[src/rtl/pipe_pkg.sv]
// Shared types and constants for the pipeline hazard controller.
//   slot_t       : one shadow-pipeline entry {valid, rf_we, is_load, wR}
//   FWD_*        : operand source select encoding (RF / EX / MEM / WB)
//   REG_AW       : register index width
//   slot_writes(): true when a slot will write a given non-zero register
package pipe_pkg;

    localparam int REG_AW = 5;

    typedef struct packed {
        logic              valid;
        logic              rf_we;
        logic              is_load;
        logic [REG_AW-1:0] wR;
    } slot_t;

    localparam logic [1:0] FWD_RF  = 2'd0;
    localparam logic [1:0] FWD_EX  = 2'd1;
    localparam logic [1:0] FWD_MEM = 2'd2;
    localparam logic [1:0] FWD_WB  = 2'd3;

    // x0 is hard-wired zero, so a "write" to it never creates a dependency.
    function automatic logic slot_writes(input slot_t s, input logic [REG_AW-1:0] r);
        return s.valid & s.rf_we & (s.wR == r) & (r != '0);
    endfunction

endpackage

[src/rtl/fwd_sel.sv]
// Operand forwarding selector for one source operand.
// Ports:
//   rs       in  REG_AW  source register index
//   rs_used  in  1       instruction actually reads this operand
//   ex_slot  in  slot_t  shadow EX entry
//   mem_slot in  slot_t  shadow MEM entry
//   wb_slot  in  slot_t  shadow WB entry
//   sel      out 2       FWD_RF / FWD_EX / FWD_MEM / FWD_WB
// The youngest producer wins. A load in EX has no data yet, so it is skipped
// here (the hazard logic stalls for it) and the search continues in MEM/WB.
module fwd_sel
    import pipe_pkg::*;
(
    input  logic [REG_AW-1:0] rs,
    input  logic              rs_used,
    input  slot_t             ex_slot,
    input  slot_t             mem_slot,
    input  slot_t             wb_slot,
    output logic [1:0]        sel
);

    always_comb begin
        sel = FWD_RF;
        if (rs_used) begin
            if (slot_writes(ex_slot, rs) && !ex_slot.is_load) begin
                sel = FWD_EX;
            end else if (slot_writes(mem_slot, rs)) begin
                sel = FWD_MEM;
            end else if (slot_writes(wb_slot, rs)) begin
                sel = FWD_WB;
            end
        end
    end

endmodule

[src/rtl/hazard_ctrl.sv]
// Pipeline hazard controller for the 5-stage core.
// Tracks in-flight destination registers in a shadow EX/MEM/WB pipeline and
// produces stall/flush controls for IF/ID and ID/EX plus forwarding selects.
// Ports:
//   clk, rst                 clock, asynchronous active-high reset
//   ext_stall                freeze whole pipeline (memory/bus not ready)
//   id_valid .. id_wR        decoded fields of the instruction in ID
//   ex_br_taken              EX resolved a taken branch/jump
//   pc_stall, ifid_stall     hold PC / IF/ID
//   ifid_flush, idex_flush   bubble IF/ID / ID/EX on next edge
//   fwd_a_sel, fwd_b_sel     rD1 / rD2 source select
//   stall_cnt, flush_cnt     saturating load-use stall / branch flush counters
// Control priority: ext_stall > taken branch > load-use.
module hazard_ctrl #(
    parameter int REG_AW = 5,
    parameter int CNT_W  = 16
) (
    input  logic              clk,
    input  logic              rst,
    input  logic              ext_stall,
    input  logic              id_valid,
    input  logic [REG_AW-1:0] id_rs1,
    input  logic [REG_AW-1:0] id_rs2,
    input  logic              id_rs1_used,
    input  logic              id_rs2_used,
    input  logic              id_rf_we,
    input  logic              id_is_load,
    input  logic [REG_AW-1:0] id_wR,
    input  logic              ex_br_taken,
    output logic              pc_stall,
    output logic              ifid_stall,
    output logic              ifid_flush,
    output logic              idex_flush,
    output logic [1:0]        fwd_a_sel,
    output logic [1:0]        fwd_b_sel,
    output logic [CNT_W-1:0]  stall_cnt,
    output logic [CNT_W-1:0]  flush_cnt
);

    import pipe_pkg::*;

    localparam logic [CNT_W-1:0] CNT_MAX = {CNT_W{1'b1}};
    localparam logic [CNT_W-1:0] CNT_ONE = {{(CNT_W-1){1'b0}}, 1'b1};

    slot_t ex_q;
    slot_t mem_q;
    slot_t wb_q;
    slot_t id_slot;

    logic lu;
    logic br;

    // ID fields squashed to an empty slot when ID holds no real instruction.
    always_comb begin
        id_slot = '0;
        if (id_valid) begin
            id_slot.valid   = 1'b1;
            id_slot.rf_we   = id_rf_we;
            id_slot.is_load = id_is_load;
            id_slot.wR      = id_wR;
        end
    end

    assign lu = id_valid & ex_q.is_load &
                ((id_rs1_used & slot_writes(ex_q, id_rs1)) |
                 (id_rs2_used & slot_writes(ex_q, id_rs2)));

    // A taken indication with nothing valid in EX is spurious.
    assign br = ex_br_taken & ex_q.valid;

    // Controls are forced low while reset is held so the surrounding pipeline
    // registers never see a stall or flush request during reset.
    always_comb begin
        pc_stall   = 1'b0;
        ifid_stall = 1'b0;
        ifid_flush = 1'b0;
        idex_flush = 1'b0;
        if (!rst) begin
            if (ext_stall) begin
                pc_stall   = 1'b1;
                ifid_stall = 1'b1;
            end else if (br) begin
                ifid_flush = 1'b1;
                idex_flush = 1'b1;
            end else if (lu) begin
                pc_stall   = 1'b1;
                ifid_stall = 1'b1;
                idex_flush = 1'b1;
            end
        end
    end

    // Shadow pipeline; a held branch stays in EX across ext_stall and fires
    // on the first free cycle.
    always_ff @(posedge clk or posedge rst) begin
        if (rst) begin
            ex_q  <= '0;
            mem_q <= '0;
            wb_q  <= '0;
        end else if (!ext_stall) begin
            ex_q  <= idex_flush ? '0 : id_slot;
            mem_q <= ex_q;
            wb_q  <= mem_q;
        end
    end

    always_ff @(posedge clk or posedge rst) begin
        if (rst) begin
            stall_cnt <= '0;
            flush_cnt <= '0;
        end else if (!ext_stall) begin
            if (br) begin
                if (flush_cnt != CNT_MAX) flush_cnt <= flush_cnt + CNT_ONE;
            end else if (lu) begin
                if (stall_cnt != CNT_MAX) stall_cnt <= stall_cnt + CNT_ONE;
            end
        end
    end

    fwd_sel u_fwd_a (
        .rs       (id_rs1),
        .rs_used  (id_rs1_used),
        .ex_slot  (ex_q),
        .mem_slot (mem_q),
        .wb_slot  (wb_q),
        .sel      (fwd_a_sel)
    );

    fwd_sel u_fwd_b (
        .rs       (id_rs2),
        .rs_used  (id_rs2_used),
        .ex_slot  (ex_q),
        .mem_slot (mem_q),
        .wb_slot  (wb_q),
        .sel      (fwd_b_sel)
    );

endmodule
[config.mk]
export PLATFORM = sky130hd
export DESIGN_NAME = hazard_ctrl
export DESIGN_NICKNAME = d
export VERILOG_FILES = /design/src/rtl/pipe_pkg.sv /design/src/rtl/fwd_sel.sv /design/src/rtl/hazard_ctrl.sv
export SDC_FILE = /design/constraint.sdc
export NUM_CORES = 1
export LEC_CHECK = 0
export ABC_AREA = 1
export BUFFER_PORTS_ARGS = -buffer_cell sky130_fd_sc_hd__buf_2
export CAP_MARGIN = 15
export CORE_ASPECT_RATIO = 1.1
export CORE_MARGIN = 2
export CORE_UTILIZATION = 40
export CTS_BUF_LIST = sky130_fd_sc_hd__clkbuf_16
export CTS_CLUSTER_DIAMETER = 30
export DETAILED_ROUTE_END_ITERATION = 12
export GPL_ROUTABILITY_DRIVEN = 0
export GPL_TIMING_DRIVEN = 0
export PLACE_DENSITY = 0.6
export SYNTH_ARGS = -nofsm -noshare
export SYNTH_HDL_FRONTEND = slang
export SYNTH_SLANG_ARGS = --single-unit
[constraint.sdc]
create_clock -name clk -period 1.5 [get_ports clk]
set_input_delay 0.075 -clock clk [delete_from_list [all_inputs] [get_ports clk]]
set_output_delay 0.075 -clock clk [all_outputs]
set_load 0.1 [all_outputs]
### After elaboration in Yosys (flattened, before gate mapping)

Cells that the tools add are included.
W data, S select, Z words.

| storage, ports and cells | value |
|---|---|
| flip-flop bits (word level) | 54 |
| logic and storage cells | 72 |

| cells by class | value |
|---|---|
| $add $sub $neg | 2 |
| eq/ne operators | 8 |
| muxes and demuxes | 20 |
| bitwise operators | 23 |
| reductions and logical operators | 7 |

Operators by type and width:

| operator | count |
|---|---|
| $add A16 B1 Y16 const B | 2 |
| $ne A16 B16 Y1 const B | 2 |
| $eq A5 B5 Y1 | 6 |
| $and A1 B1 Y1 | 20 |
| $mux W2 | 8 |
| $mux W8 | 2 |
| $mux W1 | 10 |
| $reduce_bool A5 Y1 | 2 |
| $reduce_and A4 Y1 | 1 |
| $reduce_and A3 Y1 | 1 |
| $logic_and A1 B1 Y1 | 2 |
| $not A1 Y1 | 2 |
| $logic_not A1 Y1 | 1 |
| $or A1 B1 Y1 | 1 |

### Longest topological paths before layout

| logic depth | value |
|---|---|
| depth after elaboration | 11 |
| depth in mapped cells | 13 |
| depth with buffers taken out | 13 |

### Modules after synthesis

Synthesis repeated with hierarchy kept, for this count alone.

| unflattened totals | value |
|---|---|
| cell total of the unflattened synthesis | 559 |
| area total of the unflattened synthesis | 3727.3 um2 |

Modules (own cells, without submodules):

| module | times used | cells each | area each (um2) | seq. area each (um2) |
|---|---|---|---|---|
| hazard_ctrl | 1 | 391 | 3021.6 | 1401.3 |
| fwd_sel | 2 | 84 | 352.8 | 0.0 |

### Worst setup path before layout

OpenSTA, ideal clock, no wires.

| path | value |
|---|---|
| path kind | register to output |
| from | register wb_q[0] (netlist bit) |
| to | output fwd_a_sel[0] |
| arrival | 3074 ps |
| required time | 1425 ps |
| slack | -1649 ps |
| cell stages (with the launch flop) | 7 |
| buffers on the path | 0 |
| path through | dfrtp_1 -> xor2_1 -> nor3_1 -> nand4_1 -> nor2_1 -> nand2_1 -> a21boi_0 |

| on the way | value |
|---|---|
| word-level cells in the longest chain between the ends | 7 |

RTL lines:

| element | RTL line | source |
|---|---|---|
| start, declared | hazard_ctrl.sv:47 | `slot_t wb_q;` |
| start signal, assigned | hazard_ctrl.sv:103 | `wb_q <= mem_q;` |
| $eq A5 B5 Y1 | pipe_pkg.sv:24 | `return s.valid & s.rf_we & (s.wR == r) & (r != '0);` |
| $and A1 B1 Y1 (2 in series) | pipe_pkg.sv:24 |  |
| $mux W2 | fwd_sel.sv:29 | `end else if (slot_writes(wb_slot, rs)) begin` |
| $mux W2 | fwd_sel.sv:27 | `end else if (slot_writes(mem_slot, rs)) begin` |
| $mux W2 | fwd_sel.sv:25 | `if (slot_writes(ex_slot, rs) && !ex_slot.is_load) begin` |
| $mux W2 | fwd_sel.sv:24 | `if (rs_used) begin` |
| end, declared | hazard_ctrl.sv:34 | `output logic [1:0] fwd_a_sel,` |

No other way between the ends.

### Worst setup path in the final report

| path | value |
|---|---|
| from | register ex_q[7] (netlist bit) |
| to | output pc_stall |

| on the way | value |
|---|---|
| word-level cells in the longest chain between the ends | 10 |

RTL lines:

| element | RTL line | source |
|---|---|---|
| start, declared | hazard_ctrl.sv:45 | `slot_t ex_q;` |
| start signal, assigned | hazard_ctrl.sv:101 | `ex_q <= idex_flush ? '0 : id_slot;` |
| $and A1 B1 Y1 (3 in series) | pipe_pkg.sv:24 |  |
| $and A1 B1 Y1, on equally long branches | hazard_ctrl.sv:65, hazard_ctrl.sv:66 |  |
| $or A1 B1 Y1 | hazard_ctrl.sv:65 | `((id_rs1_used & slot_writes(ex_q, id_rs1)) \|` |
| $and A1 B1 Y1 | hazard_ctrl.sv:64 | `assign lu = id_valid & ex_q.is_load &` |
| $mux W1 | hazard_ctrl.sv:85 | `end else if (lu) begin` |
| $mux W1 * | hazard_ctrl.sv:82 | `end else if (br) begin` |
| $mux W1 * | hazard_ctrl.sv:79 | `if (ext_stall) begin` |
| $mux W1 * | hazard_ctrl.sv:78 | `if (!rst) begin` |
| end, declared | hazard_ctrl.sv:30 | `output logic pc_stall,` |

Mark *: on every way between the ends. The rest lies on a longest branch, timed or not.

==> key figures <==
Run status
  – Status: finished, violations left
  – Violations in the final reports: setup timing

Power
  – Combinational fraction of design power: roughly 39%
  – Seq pwr share: a little under two fifths
  – Net switching power: 2.070 mW
  – Standby leakage power: approximately 2.1 nW
  – Peak supply drop: 1.339 mV
  – Pwr dens: 1078 nW/um2
  – Proportion of total power due to net switching: ~43%
  – Power share of the clock group: 23.9%
  – Power Internal: 2.796 mW

GRT
  – First-pass GRT wire length: 13.58 mm
  – Maximum number of pins on one net before global-route repair: 39
  – Number of global-route vias before repair: 2,965
  – Global route overflow: 0
  – Global-route usage over all layers: 19.78%
  – Antenna violations before repair: 0

Routing
  – Final antenna-violating net count: 0
  – Average wire per standard cell: 13.21 um
  – Residual DRC count: 0
  – Post-detailed-route via-to-cell ratio: approximately 4.8
  – Number of optimization iterations in the first detailed-route pass: 5
  – Sum of routed wire length over all layers: 8.520 mm
  – Count of routing violations after the opening detailed-route iteration: 103
  – Number of vias in the routed layout: 3,088

Setup path
  – Max Fanout on Critical Path: 3
  – Sort of element at the end of the critical path: primary output
  – Critical Setup Path Class: reg -> out
  – Category of the worst setup path launch point: flip-flop
  – Endpoint of the lowest-slack register-to-register path: stall_cnt[8]
  – WP data required: 1.42 ns
  – Register-to-Register Setup Slack: -0.24 ns
  – Number of cell instances on the worst register-to-register path: 12
  – Launch instance of the worst register-to-register path: ex_q[7]
  – Worst Path Arrival: 1.91 ns

Floorplan
  – Total core area: 7828 um2
  – Initial core utilization: approximately two fifths
  – Horizontal die dimension: 89.31 um
  – Chip height: 97.84 um
  – Site row count: 34
  – I/O pin count: between 60 and 70
  – Total Die Area: 8737 um2

Timing
  – Number of setup violations in the final report: 36
  – Slew headroom: 67.42%
  – Clock period minus final worst setup slack: around 2.0 ns
  – Tcrit/Tclk final: 132.0%
  – Setup repair after global routing missed its margin: true
  – Setup TNS: -7.088 ns
  – Worst path setup slack after routing: -0.4803 ns
  – Peak clock frequency supported by timing: approximately 500 MHz
  – Transition time of the tightest slew-check pin: 0.4921 ns
  – Max-slew violation count: 0
  – Final Hold Viols: 0
  – Max Clock Skew: approximately 0.0093 ns

Synth
  – Count of flip-flops with a built-in enable after synthesis: 0
  – Proportion of register bits with asynchronous set or reset after synthesis: 100.0%
  – Number of warnings issued by yosys: 0
  – Total nets after synthesis: 462
  – Share of synthesized area occupied by flip-flops and latches: 42.20%
  – Most frequently used flop master after synthesis: sky130_fd_sc_hd__dfrtp_1
  – Number of instances in the synthesized netlist: ~440
  – Number of distinct library cells after synthesis: 29
  – Syn Area/Cell: 7.344 um2
  – Register bit count reported by yosys: 54
  – Area of the mapped netlist: around 3200 um2

Clocking
  – TritonCTS clock tree: built
  – Clock slew seen by the registers of the worst setup and hold paths: approximately 0.07 ns
  – Number of levels the H-tree was split into: 2
  – Clock latency at the later pin of the worst-skew pair: 0.29 ns
  – Clock Root Buffer: sky130_fd_sc_hd__clkbuf_16
  – CTS Buf Count: 5
  – Clock Path Buffers: 2
  – CTS sink count: between 50 and 60

Run
  – Max_cap viols: 0

Min path
  – Worst-case hold path end point: ex_q[0]
  – Worst Hold Class: in -> reg
  – Hold depth: 3
  – Beginning of the worst hold path: id_wR[0]

Placed design
  – Number of port buffers: 63
  – Worst slack at placement: -0.5201 ns
  – Detailed placement HPWL: about 6.2 mm

Cells and area
  – Area growth from synthesis to layout: 41.03%
  – Diodes inserted: 0
  – Share of layout cells above drive strength 1: a little over a third
  – Nets: 562
==> how the worst max path moves through the flow <==
stage | startpoint | endpoint | depth (start not counted)
after floorplan | ex_q[4] | pc_stall | 10
after detailed placement | ex_q[7] | pc_stall | 9
after global placement | rst | stall_cnt[10] | 2
after global routing | ex_q[1] | pc_stall | 12
after CTS | ex_q[7] | pc_stall | 9
final | ex_q[7] | pc_stall | 9
==> through the flow <==
| step | cell area [um2] | std cells | util, % | hold WS (ns) | total power [mW] |
|---|---|---|---|---|---|
| floorplan | 3400 | 436 | - | 0.2511 | 3.136 |
| global placement | 3850 | 607 | 49.18 | 0.3440 | 3.445 |
| detailed placement | 3870 | 608 | 49.44 | 0.1329 | 3.476 |
| CTS | 4322 | 635 | 55.21 | 0.04734 | 4.831 |
| global route | 4516 | 645 | 57.69 | 0.05502 | 5.123 |
| finish | 4516 | 645 | 57.69 | 0.04796 | 4.867 |
==> cell usage after synthesis (3+ instances only) <==
library cell                 n  area (um2)
sky130_fd_sc_hd__nand2_1   148       555.5
sky130_fd_sc_hd__inv_1      56       210.2
sky130_fd_sc_hd__dfrtp_1    54        1351
sky130_fd_sc_hd__nor2_1     33       123.9
sky130_fd_sc_hd__o21ai_0    26       130.1
sky130_fd_sc_hd__xor2_1     26       227.7
sky130_fd_sc_hd__nand3_1    19       95.09
sky130_fd_sc_hd__xnor2_1    15       131.4
sky130_fd_sc_hd__nand4_1    11       68.82
sky130_fd_sc_hd__nor3_1     10       50.05
sky130_fd_sc_hd__nor4_1      6       37.54
sky130_fd_sc_hd__clkbuf_1    4       15.01
sky130_fd_sc_hd__o21ai_1     4       20.02
sky130_fd_sc_hd__a21oi_1     3       15.01
==> critical path: stages, from the launching register on <==
cell,delay (ns)
sky130_fd_sc_hd__dfrtp_1,0.37
sky130_fd_sc_hd__nand2_2,0.10
sky130_fd_sc_hd__nand3b_1,0.21
sky130_fd_sc_hd__nor2_2,0.14
sky130_fd_sc_hd__nand3_2,0.10
sky130_fd_sc_hd__nand2_4,0.11
sky130_fd_sc_hd__nand3_4,0.09
sky130_fd_sc_hd__a21oi_4,0.22
sky130_fd_sc_hd__buf_12,0.13
sky130_fd_sc_hd__buf_12,0.16
==> cells by family after synthesis <==
kind of cell,after synthesis,synth area share [%]
buffers and inverters,67,8.401
AO/OA/AOI/OAI,36,6.174
XOR/XNOR,41,11.22
flip-flops,54,42.20
AND/OR/NAND/NOR,236,31.22
adder cells (fa/ha/maj),2,0.7814
==> sequential cells by signal (all words and copies together), names as in the netlist <==
signal and count:
mem_q 7, flush_cnt 16, stall_cnt 16, wb_q 7
ex_q 8
==> what timing repair did <==
action | in CTS | in global routing
cloned | 1 | 0
pin swaps | 20 | 16
setup buffers | 17 | 10
setup endpoints to repair | 45 | 46
resized for setup | 46 | 30
hold endpoints to repair | 16 | 0
hold buffers | 1 | 0
==> power by group through the flow <==
stage | registers [mW] | logic (mW) | clock network [mW]
final | 1.82 | 1.88 | 1.16
after global routing | 1.85 | 2.01 | 1.26
after CTS | 1.82 | 1.81 | 1.20
after detailed placement | 1.87 | 1.60 | 0
after global placement | 1.86 | 1.58 | 0
after floorplan | 2.53 | 0.609 | 0
==> per-layer routing <==
metal	track usage [%]	wire length, um
met5	0	0
met1	24.84	3540
met4	6.774	187
met3	2.536	329
met2	34.42	4461
==> layout by cell type (no fill, tap or decap), types with 3 or more instances in the layout <==
cell	netlist	layout
sky130_fd_sc_hd__buf_4	2	21
sky130_fd_sc_hd__dfrtp_2	0	32
sky130_fd_sc_hd__nor2_4	1	5
sky130_fd_sc_hd__clkbuf_1	4	3
sky130_fd_sc_hd__nand3_1	19	13
sky130_fd_sc_hd__clkbuf_16	0	5
sky130_fd_sc_hd__nand4_1	11	11
sky130_fd_sc_hd__inv_2	2	8
sky130_fd_sc_hd__dfrtp_1	54	22
sky130_fd_sc_hd__o21ai_1	4	6
sky130_fd_sc_hd__xnor2_1	15	14
sky130_fd_sc_hd__o21ai_0	26	23
sky130_fd_sc_hd__nor2_2	2	6
sky130_fd_sc_hd__inv_1	56	48
sky130_fd_sc_hd__buf_2	2	55
sky130_fd_sc_hd__nor3_2	0	4
sky130_fd_sc_hd__nand2_2	1	6
sky130_fd_sc_hd__nand2_1	148	140
sky130_fd_sc_hd__nand3_2	0	4
sky130_fd_sc_hd__clkinvlp_4	0	3
sky130_fd_sc_hd__nor4_1	6	3
sky130_fd_sc_hd__xor2_1	26	25
sky130_fd_sc_hd__nor2_1	33	25
sky130_fd_sc_hd__buf_12	0	8
sky130_fd_sc_hd__nor3_1	10	6
sky130_fd_sc_hd__buf_6	1	11
==> final cells by class <==
cell class                      instances  area [um2]
Multi-Input combinational cell        315        1851
Fill cell                             771        3312
Timing Repair Buffer                   93       680.7
Tap cell                              108       135.1
Inverter                               58       224.0
Sequential cell                        54        1391
Clock inverter                          3       23.77
Buffer                                  9       85.08
Clock buffer                            5       125.1
Power figures use the tool's default switching activity.
